===== config.mk =====
export PLATFORM = sky130hd
export DESIGN_NAME = pc_update_ctrl
export DESIGN_NICKNAME = d
export VERILOG_FILES = /design/src/rtl/pc_update_ctrl.sv
export SDC_FILE = /design/constraint.sdc
export NUM_CORES = 1
export LEC_CHECK = 0
export ABC_AREA = 1
export ABC_CLOCK_PERIOD_IN_PS = 2700
export BUFFER_PORTS_ARGS = -buffer_cell sky130_fd_sc_hd__buf_4
export CAP_MARGIN = 20
export CORE_MARGIN = 4
export CORE_UTILIZATION = 50
export CTS_BUF_LIST = sky130_fd_sc_hd__clkbuf_16
export CTS_CLUSTER_SIZE = 20
export DETAILED_ROUTE_END_ITERATION = 16
export GPL_TIMING_DRIVEN = 0
export PLACE_DENSITY_LB_ADDON = 0.3
export SYNTH_ARGS = -nofsm -noshare
export SYNTH_HDL_FRONTEND = slang
export SYNTH_SLANG_ARGS = --single-unit

===== constraint.sdc =====
create_clock -name clk_i -period 2.7 [get_ports clk_i]
set_input_delay 0.54 -clock clk_i [delete_from_list [all_inputs] [get_ports clk_i]]
set_output_delay 0.54 -clock clk_i [all_outputs]
set_load 0.05 [all_outputs]

===== src/rtl/pc_update_ctrl.sv =====
// pc_update_ctrl: sequences the PC-source mux and PC/EPC/cause write enables,
// including the exception entry: save EPC, fetch the vector byte, load PC.
module pc_update_ctrl #(
    parameter int MEM_LAT  = 3,
    parameter int VEC_BASE = 253,
    parameter int ADDR_W   = 32
) (
    input  logic              clk_i,
    input  logic              reset_i,
    input  logic              req_valid_i,
    input  logic [2:0]        req_kind_i,
    input  logic              branch_taken_i,
    input  logic              exc_valid_i,
    input  logic [1:0]        exc_cause_i,
    output logic              req_ack_o,
    output logic              busy_o,
    output logic [2:0]        pcsource_sel_o,
    output logic              pc_write_o,
    output logic              epc_write_o,
    output logic              cause_write_o,
    output logic [1:0]        cause_out_o,
    output logic              vec_rd_o,
    output logic [ADDR_W-1:0] vec_addr_o,
    output logic              mdr_load_o,
    output logic              done_o,
    output logic              exc_lost_o
);
    localparam int CW = $clog2(MEM_LAT + 1);

    typedef enum logic [2:0] {IDLE, UPDATE, EXC_EPC, EXC_WAIT, EXC_LOAD, EXC_PC} state_t;

    state_t            state_q, state_d;
    logic [2:0]        kind_q, kind_d, sel_q, sel_d;
    logic              taken_q, taken_d, pend_q, pend_d;
    logic [1:0]        cause_q, cause_d, pcause_q, pcause_d;
    logic [CW-1:0]     cnt_q, cnt_d;
    logic              exc, in_exc, fetch_d, pcw_d;
    logic              pc_write_q, epc_write_q, cause_write_q, vec_rd_q, mdr_load_q, done_q, busy_q;
    logic [1:0]        cause_out_q;
    logic [ADDR_W-1:0] vec_addr_q;

    always_comb begin
        exc      = exc_valid_i && exc_cause_i != 2'd0;
        in_exc   = state_q inside {EXC_EPC, EXC_WAIT, EXC_LOAD, EXC_PC};
        state_d  = state_q;
        kind_d   = kind_q;
        taken_d  = taken_q;
        cause_d  = cause_q;
        pend_d   = pend_q;
        pcause_d = pcause_q;
        cnt_d    = cnt_q;
        case (state_q)
            IDLE: begin
                if (pend_q) begin
                    state_d = EXC_EPC;
                    cause_d = pcause_q;
                    pend_d  = 1'b0;
                end else if (exc) begin
                    state_d = EXC_EPC;
                    cause_d = exc_cause_i;
                end else if (req_valid_i) begin
                    state_d = UPDATE;
                    kind_d  = req_kind_i;
                    taken_d = branch_taken_i;
                end
            end
            UPDATE: begin
                state_d = IDLE;
                if (exc && !pend_q) begin
                    pend_d   = 1'b1;
                    pcause_d = exc_cause_i;
                end
            end
            EXC_EPC: begin
                state_d = EXC_WAIT;
                cnt_d   = CW'(MEM_LAT);
            end
            EXC_WAIT: begin
                cnt_d = cnt_q - CW'(1);
                if (cnt_q == CW'(1)) state_d = EXC_LOAD;
            end
            EXC_LOAD: state_d = EXC_PC;
            default:  state_d = IDLE;
        endcase
        fetch_d = state_d inside {EXC_EPC, EXC_WAIT};
        pcw_d   = (state_d == UPDATE && kind_d < 3'd5 && (kind_d != 3'd1 || taken_d)) || state_d == EXC_PC;
        // Kinds 5..7 have no mux source, so the select keeps its last value.
        sel_d   = state_d == EXC_PC ? 3'd0 :
                  state_d != UPDATE ? sel_q :
                  (kind_d == 3'd0 || kind_d == 3'd3) ? 3'd1 :
                  kind_d == 3'd1 ? 3'd2 :
                  kind_d == 3'd2 ? 3'd3 :
                  kind_d == 3'd4 ? 3'd4 : sel_q;
    end

    always_ff @(posedge clk_i) begin
        if (reset_i) begin
            state_q       <= IDLE;
            kind_q        <= 3'd0;
            taken_q       <= 1'b0;
            cause_q       <= 2'd0;
            pend_q        <= 1'b0;
            pcause_q      <= 2'd0;
            cnt_q         <= '0;
            sel_q         <= 3'd1;
            pc_write_q    <= 1'b0;
            epc_write_q   <= 1'b0;
            cause_write_q <= 1'b0;
            cause_out_q   <= 2'd0;
            vec_rd_q      <= 1'b0;
            vec_addr_q    <= '0;
            mdr_load_q    <= 1'b0;
            done_q        <= 1'b0;
            busy_q        <= 1'b0;
        end else begin
            state_q       <= state_d;
            kind_q        <= kind_d;
            taken_q       <= taken_d;
            cause_q       <= cause_d;
            pend_q        <= pend_d;
            pcause_q      <= pcause_d;
            cnt_q         <= cnt_d;
            sel_q         <= sel_d;
            pc_write_q    <= pcw_d;
            epc_write_q   <= state_d == EXC_EPC;
            cause_write_q <= state_d == EXC_EPC;
            cause_out_q   <= state_d == EXC_EPC ? cause_d : 2'd0;
            vec_rd_q      <= fetch_d;
            vec_addr_q    <= fetch_d ? ADDR_W'(VEC_BASE) + ADDR_W'(cause_d) - ADDR_W'(1) : '0;
            mdr_load_q    <= state_d == EXC_LOAD;
            done_q        <= state_d inside {UPDATE, EXC_PC};
            busy_q        <= state_d != IDLE;
        end
    end

    // Accept and drop decisions belong to the cycle in which they are made.
    assign req_ack_o      = !reset_i && state_q == IDLE && !pend_q && !exc && req_valid_i;
    assign exc_lost_o     = !reset_i && exc && (in_exc || (state_q == UPDATE && pend_q));
    assign busy_o         = busy_q;
    assign pcsource_sel_o = sel_q;
    assign pc_write_o     = pc_write_q && !reset_i;
    assign epc_write_o    = epc_write_q && !reset_i;
    assign cause_write_o  = cause_write_q && !reset_i;
    assign cause_out_o    = cause_out_q;
    assign vec_rd_o       = vec_rd_q && !reset_i;
    assign vec_addr_o     = vec_addr_q;
    assign mdr_load_o     = mdr_load_q && !reset_i;
    assign done_o         = done_q;
endmodule


==> run_summary.xml <==
<?xml version="1.0" encoding="UTF-8"?>
<metrics>
  <group name="outcome">
    <metric name="result_of_the_run" unit="">completed</metric>
  </group>
  <group name="global_routing">
    <metric name="largest_net_degree_at_the_start_of_global_routing" unit="">17</metric>
    <metric name="antenna_violations_before_repair" unit="">0</metric>
    <metric name="grt_first_pass_wirelength" unit="µm">4460</metric>
    <metric name="gr_overflow_total" unit="">0</metric>
    <metric name="grt_pass1_vias" unit="">1034</metric>
    <metric name="global_route.usage.total" unit="%">13.9</metric>
  </group>
  <group name="cts">
    <metric name="clk_latency" unit="ps">260</metric>
    <metric name="cts_buffers" unit="">3</metric>
    <metric name="clock_tree.root_cell" unit="">sky130_fd_sc_hd__clkbuf_16</metric>
    <metric name="ctsHtreeMaxLevel" unit="">1</metric>
    <metric name="clock_sink_count" unit="">28</metric>
    <metric name="ctsHoldBuffers" unit="">0</metric>
    <metric name="post_cts_resized" unit="">0</metric>
    <metric name="cts_post_setup_buffers_inserted" unit="">0</metric>
    <metric name="cts.path.max_buffers" unit="">2</metric>
    <metric name="reg_clk_slew_reported_paths" unit="ps">60</metric>
    <metric name="cts_tree" unit="">built</metric>
  </group>
  <group name="final_layout">
    <metric name="postLayoutCellArea" unit="µm²">1950</metric>
    <metric name="sequential_cell_area" unit="µm²">561</metric>
    <metric name="areaGrowthSynthToFinish" unit="%">30.6</metric>
    <metric name="final_layout_size_suffix_gt1_share" unit="%">32.1</metric>
    <metric name="layout.filler_cells" unit="">259</metric>
    <metric name="multi_input_comb_area" unit="µm²">674</metric>
    <metric name="final_net_count" unit="">265</metric>
    <metric name="num_antenna_cells" unit="">0</metric>
    <metric name="post-route-util" unit="%">69.4</metric>
    <metric name="instances_no_fill" unit="">283</metric>
  </group>
  <group name="routing">
    <metric name="vias" unit="">1240</metric>
    <metric name="drc" unit="">0</metric>
    <metric name="detailedRoute.firstPassIterationCount" unit="">4</metric>
    <metric name="detail_route.wl_per_cell" unit="µm">9.27</metric>
    <metric name="postRouteAntennaNets" unit="">0</metric>
    <metric name="initialDrtViolationCount" unit="">30</metric>
    <metric name="vias_per_cell" unit="">4.38</metric>
    <metric name="wirelength_met1" unit="µm">1130</metric>
    <metric name="wl_met2" unit="µm">1210</metric>
    <metric name="met3RoutedLength" unit="µm">269</metric>
    <metric name="highest-signal-layer" unit="">met4</metric>
    <metric name="totalWireLength" unit="µm">2620</metric>
  </group>
  <group name="placement">
    <metric name="dpl-instance-area" unit="µm²">1840</metric>
    <metric name="post-place-cells" unit="">279</metric>
    <metric name="dp_hpwl" unit="µm">2070</metric>
    <metric name="io_buffers" unit="">30</metric>
    <metric name="finalWeightedCongestion" unit="">0.794</metric>
  </group>
  <group name="floorplan">
    <metric name="rows" unit="">19</metric>
    <metric name="initial_core_util" unit="%">53.1</metric>
    <metric name="die_area" unit="µm²">3920</metric>
    <metric name="die_w" unit="µm">62.6</metric>
    <metric name="core_area" unit="µm²">2810</metric>
    <metric name="io_pins" unit="">56</metric>
    <metric name="die_y" unit="µm">62.6</metric>
  </group>
  <group name="worst_setup_path">
    <metric name="cp_max_fo" unit="">10</metric>
    <metric name="arrival" unit="ps">1660</metric>
    <metric name="worst-setup-path-type" unit="">in2out</metric>
    <metric name="start_kind" unit="">primary input</metric>
    <metric name="timing.critical_path.to_type" unit="">output pin</metric>
    <metric name="cell_by_cell_trace_of_the_critical_path" unit="">clkbuf_1, clkbuf_1, nor2_1, buf_4, buf_4</metric>
    <metric name="crit_path_top_delay_cell" unit="">sky130_fd_sc_hd__clkbuf_1</metric>
    <metric name="critical_path_required" unit="ps">2160</metric>
    <metric name="max_stage_delay" unit="ps">410</metric>
  </group>
  <group name="synthesis">
    <metric name="synth.avg_cell_area" unit="µm²">7.64</metric>
    <metric name="post_synth_instance_area" unit="µm²">1490</metric>
    <metric name="yosysWarningCount" unit="">0</metric>
    <metric name="part_of_the_yosys_area_used_for_sequential_elements" unit="%">37.6</metric>
    <metric name="synth.top_cells.by_area" unit="">sky130_fd_sc_hd__dfxtp_1 (38%), sky130_fd_sc_hd__buf_4 (15%), sky130_fd_sc_hd__nor2_1 (8.3%)</metric>
    <metric name="netlist.area_leader.share" unit="%">37.6</metric>
    <metric name="synth.ff_latch_count" unit="">28</metric>
    <metric name="syn_inst" unit="">195</metric>
    <metric name="netlist-cell-type-count" unit="">23</metric>
    <metric name="yosys.area.top_type" unit="">sky130_fd_sc_hd__dfxtp_1</metric>
  </group>
  <group name="timing">
    <metric name="finalSetupTns" unit="ps">0</metric>
    <metric name="timing.final.crit_period" unit="ps">2200</metric>
    <metric name="report.final.slew_viol_count" unit="">0</metric>
    <metric name="timing.final.setup_violations" unit="">0</metric>
    <metric name="finalHoldViolations" unit="">0</metric>
    <metric name="worst_hold_slack" unit="ps">450</metric>
    <metric name="maximum_clock_frequency" unit="GHz">0.455</metric>
    <metric name="grt_setup_unrepaired" unit="">no</metric>
    <metric name="timing.clock.skew" unit="ps">2.91</metric>
    <metric name="period_share" unit="%">81.4</metric>
  </group>
  <group name="power">
    <metric name="power.density_cell_area" unit="nW/µm²">679</metric>
    <metric name="total_leakage_power" unit="µW">0.00103</metric>
    <metric name="vdd_ir_drop_max" unit="mV">0.577</metric>
  </group>
  <group name="job">
    <metric name="max_cap_violations" unit="">0</metric>
  </group>
  <group name="min_path">
    <metric name="min-delay-path-class" unit="">reg2reg</metric>
  </group>
</metrics>
-- per-stage QoR --
stage          power [µW]  worst slack (ps)
2_1_floorplan         822               214
3_3_place_gp          896               485
3_5_place_dp          901               482
4_1_cts              1330               477
5_1_grt              1390               384
6_report             1320               501
-- metal layers --
layer / track usage [%] / up-vias
met3: 4.68 / 2
met4: 2.48 / 0
met2: 22.4 / 50
met1: 18.1 / 523
met5: 0 / -
li1: - / 665
-- area by class of cell --
| class | count | share of cell area (%) |
|---|---|---|
| multi-input cells | 131 | 34.7 |
| flip-flops and latches | 28 | 28.8 |
| clock buffers | 3 | 3.86 |
| plain buffers | 34 | 12.7 |
| repair buffers | 30 | 11.6 |
| inverters | 25 | 4.82 |
| well taps | 31 | 1.99 |
| clock inverters | 1 | 1.54 |
-- kinds of logic (layout without fill, tap and decap cells) --
kind of cell               after synthesis  after routing  share of synthesized area (%)
and+or+nand+nor                         84             84                           29.9
adders and majority gates                2              2                           1.68
AOI/OAI and AO/OA                       21             21                           7.64
other                                    1             24                          0.252
DFF                                     28             28                           37.6
buffers and inverters                   59             93                           22.9
-- placed cells by master (no fill, tap or decap), drive strengths merged --
cell type,n
nor2,39
conb,24
nand3b,2
clkbuf,6
a31oi,3
a21oi,10
dfxtp,28
o21ai,6
nand3,9
buf,61
inv,25
bufinv,1
a21o,2
ha,2
nor3,5
nand2,28
nor4,1
-- path summary, 6_finish.rpt --
kind                            end  slack [ps]              start  depth (start not counted)
setup / recovery        epc_write_o         500            reset_i                          5
hold / removal    pcsource_sel_o[2]         450  pcsource_sel_o[2]                          2
setup reg to reg         pc_write_q        1190         state_q[1]                         11
hold reg to reg   pcsource_sel_o[2]         450  pcsource_sel_o[2]                          2
-- registers in the layout, summed over array words and instances, names as in the netlist --
register,flops
pend_q,1
pc_write_q,1
busy_o,1
cnt_q,2
state_q,3
pcause_q,2
done_o,1
mdr_load_q,1
taken_q,1
cause_write_q,1
kind_q,3
vec_addr_o,3
vec_rd_q,1
pcsource_sel_o,3
cause_out_o,2
cause_q,2
-- Yosys cell counts --
cell / number
sky130_fd_sc_hd__a21o_1: 2
sky130_fd_sc_hd__a21oi_1: 10
sky130_fd_sc_hd__a31oi_1: 3
sky130_fd_sc_hd__buf_4: 30
sky130_fd_sc_hd__buf_6: 1
sky130_fd_sc_hd__clkbuf_1: 3
sky130_fd_sc_hd__conb_1: 1
sky130_fd_sc_hd__dfxtp_1: 28
sky130_fd_sc_hd__ha_1: 2
sky130_fd_sc_hd__inv_1: 23
sky130_fd_sc_hd__inv_2: 2
sky130_fd_sc_hd__nand2_1: 20
sky130_fd_sc_hd__nand2_2: 2
sky130_fd_sc_hd__nand2_4: 6
sky130_fd_sc_hd__nand3_1: 9
sky130_fd_sc_hd__nand3b_1: 2
sky130_fd_sc_hd__nor2_1: 33
sky130_fd_sc_hd__nor2_2: 2
sky130_fd_sc_hd__nor2_4: 2
sky130_fd_sc_hd__nor2_8: 2
sky130_fd_sc_hd__nor3_1: 5
sky130_fd_sc_hd__nor4_1: 1
sky130_fd_sc_hd__o21ai_0: 6
-- worst max-delay path, delay by kind of cell --
| family | cells | cell delay (ps) |
|---|---|---|
| simple gates | 1 | 130 |
| buf+inv | 4 | 990 |
-- power breakdown --
part           switching [µW]  internal (µW)  total, µW
sequential               19.6            447        466
combinational             294            133        427
clock                     134            295        429
total                     447            875       1320
Power figures use the tool's default switching activity.
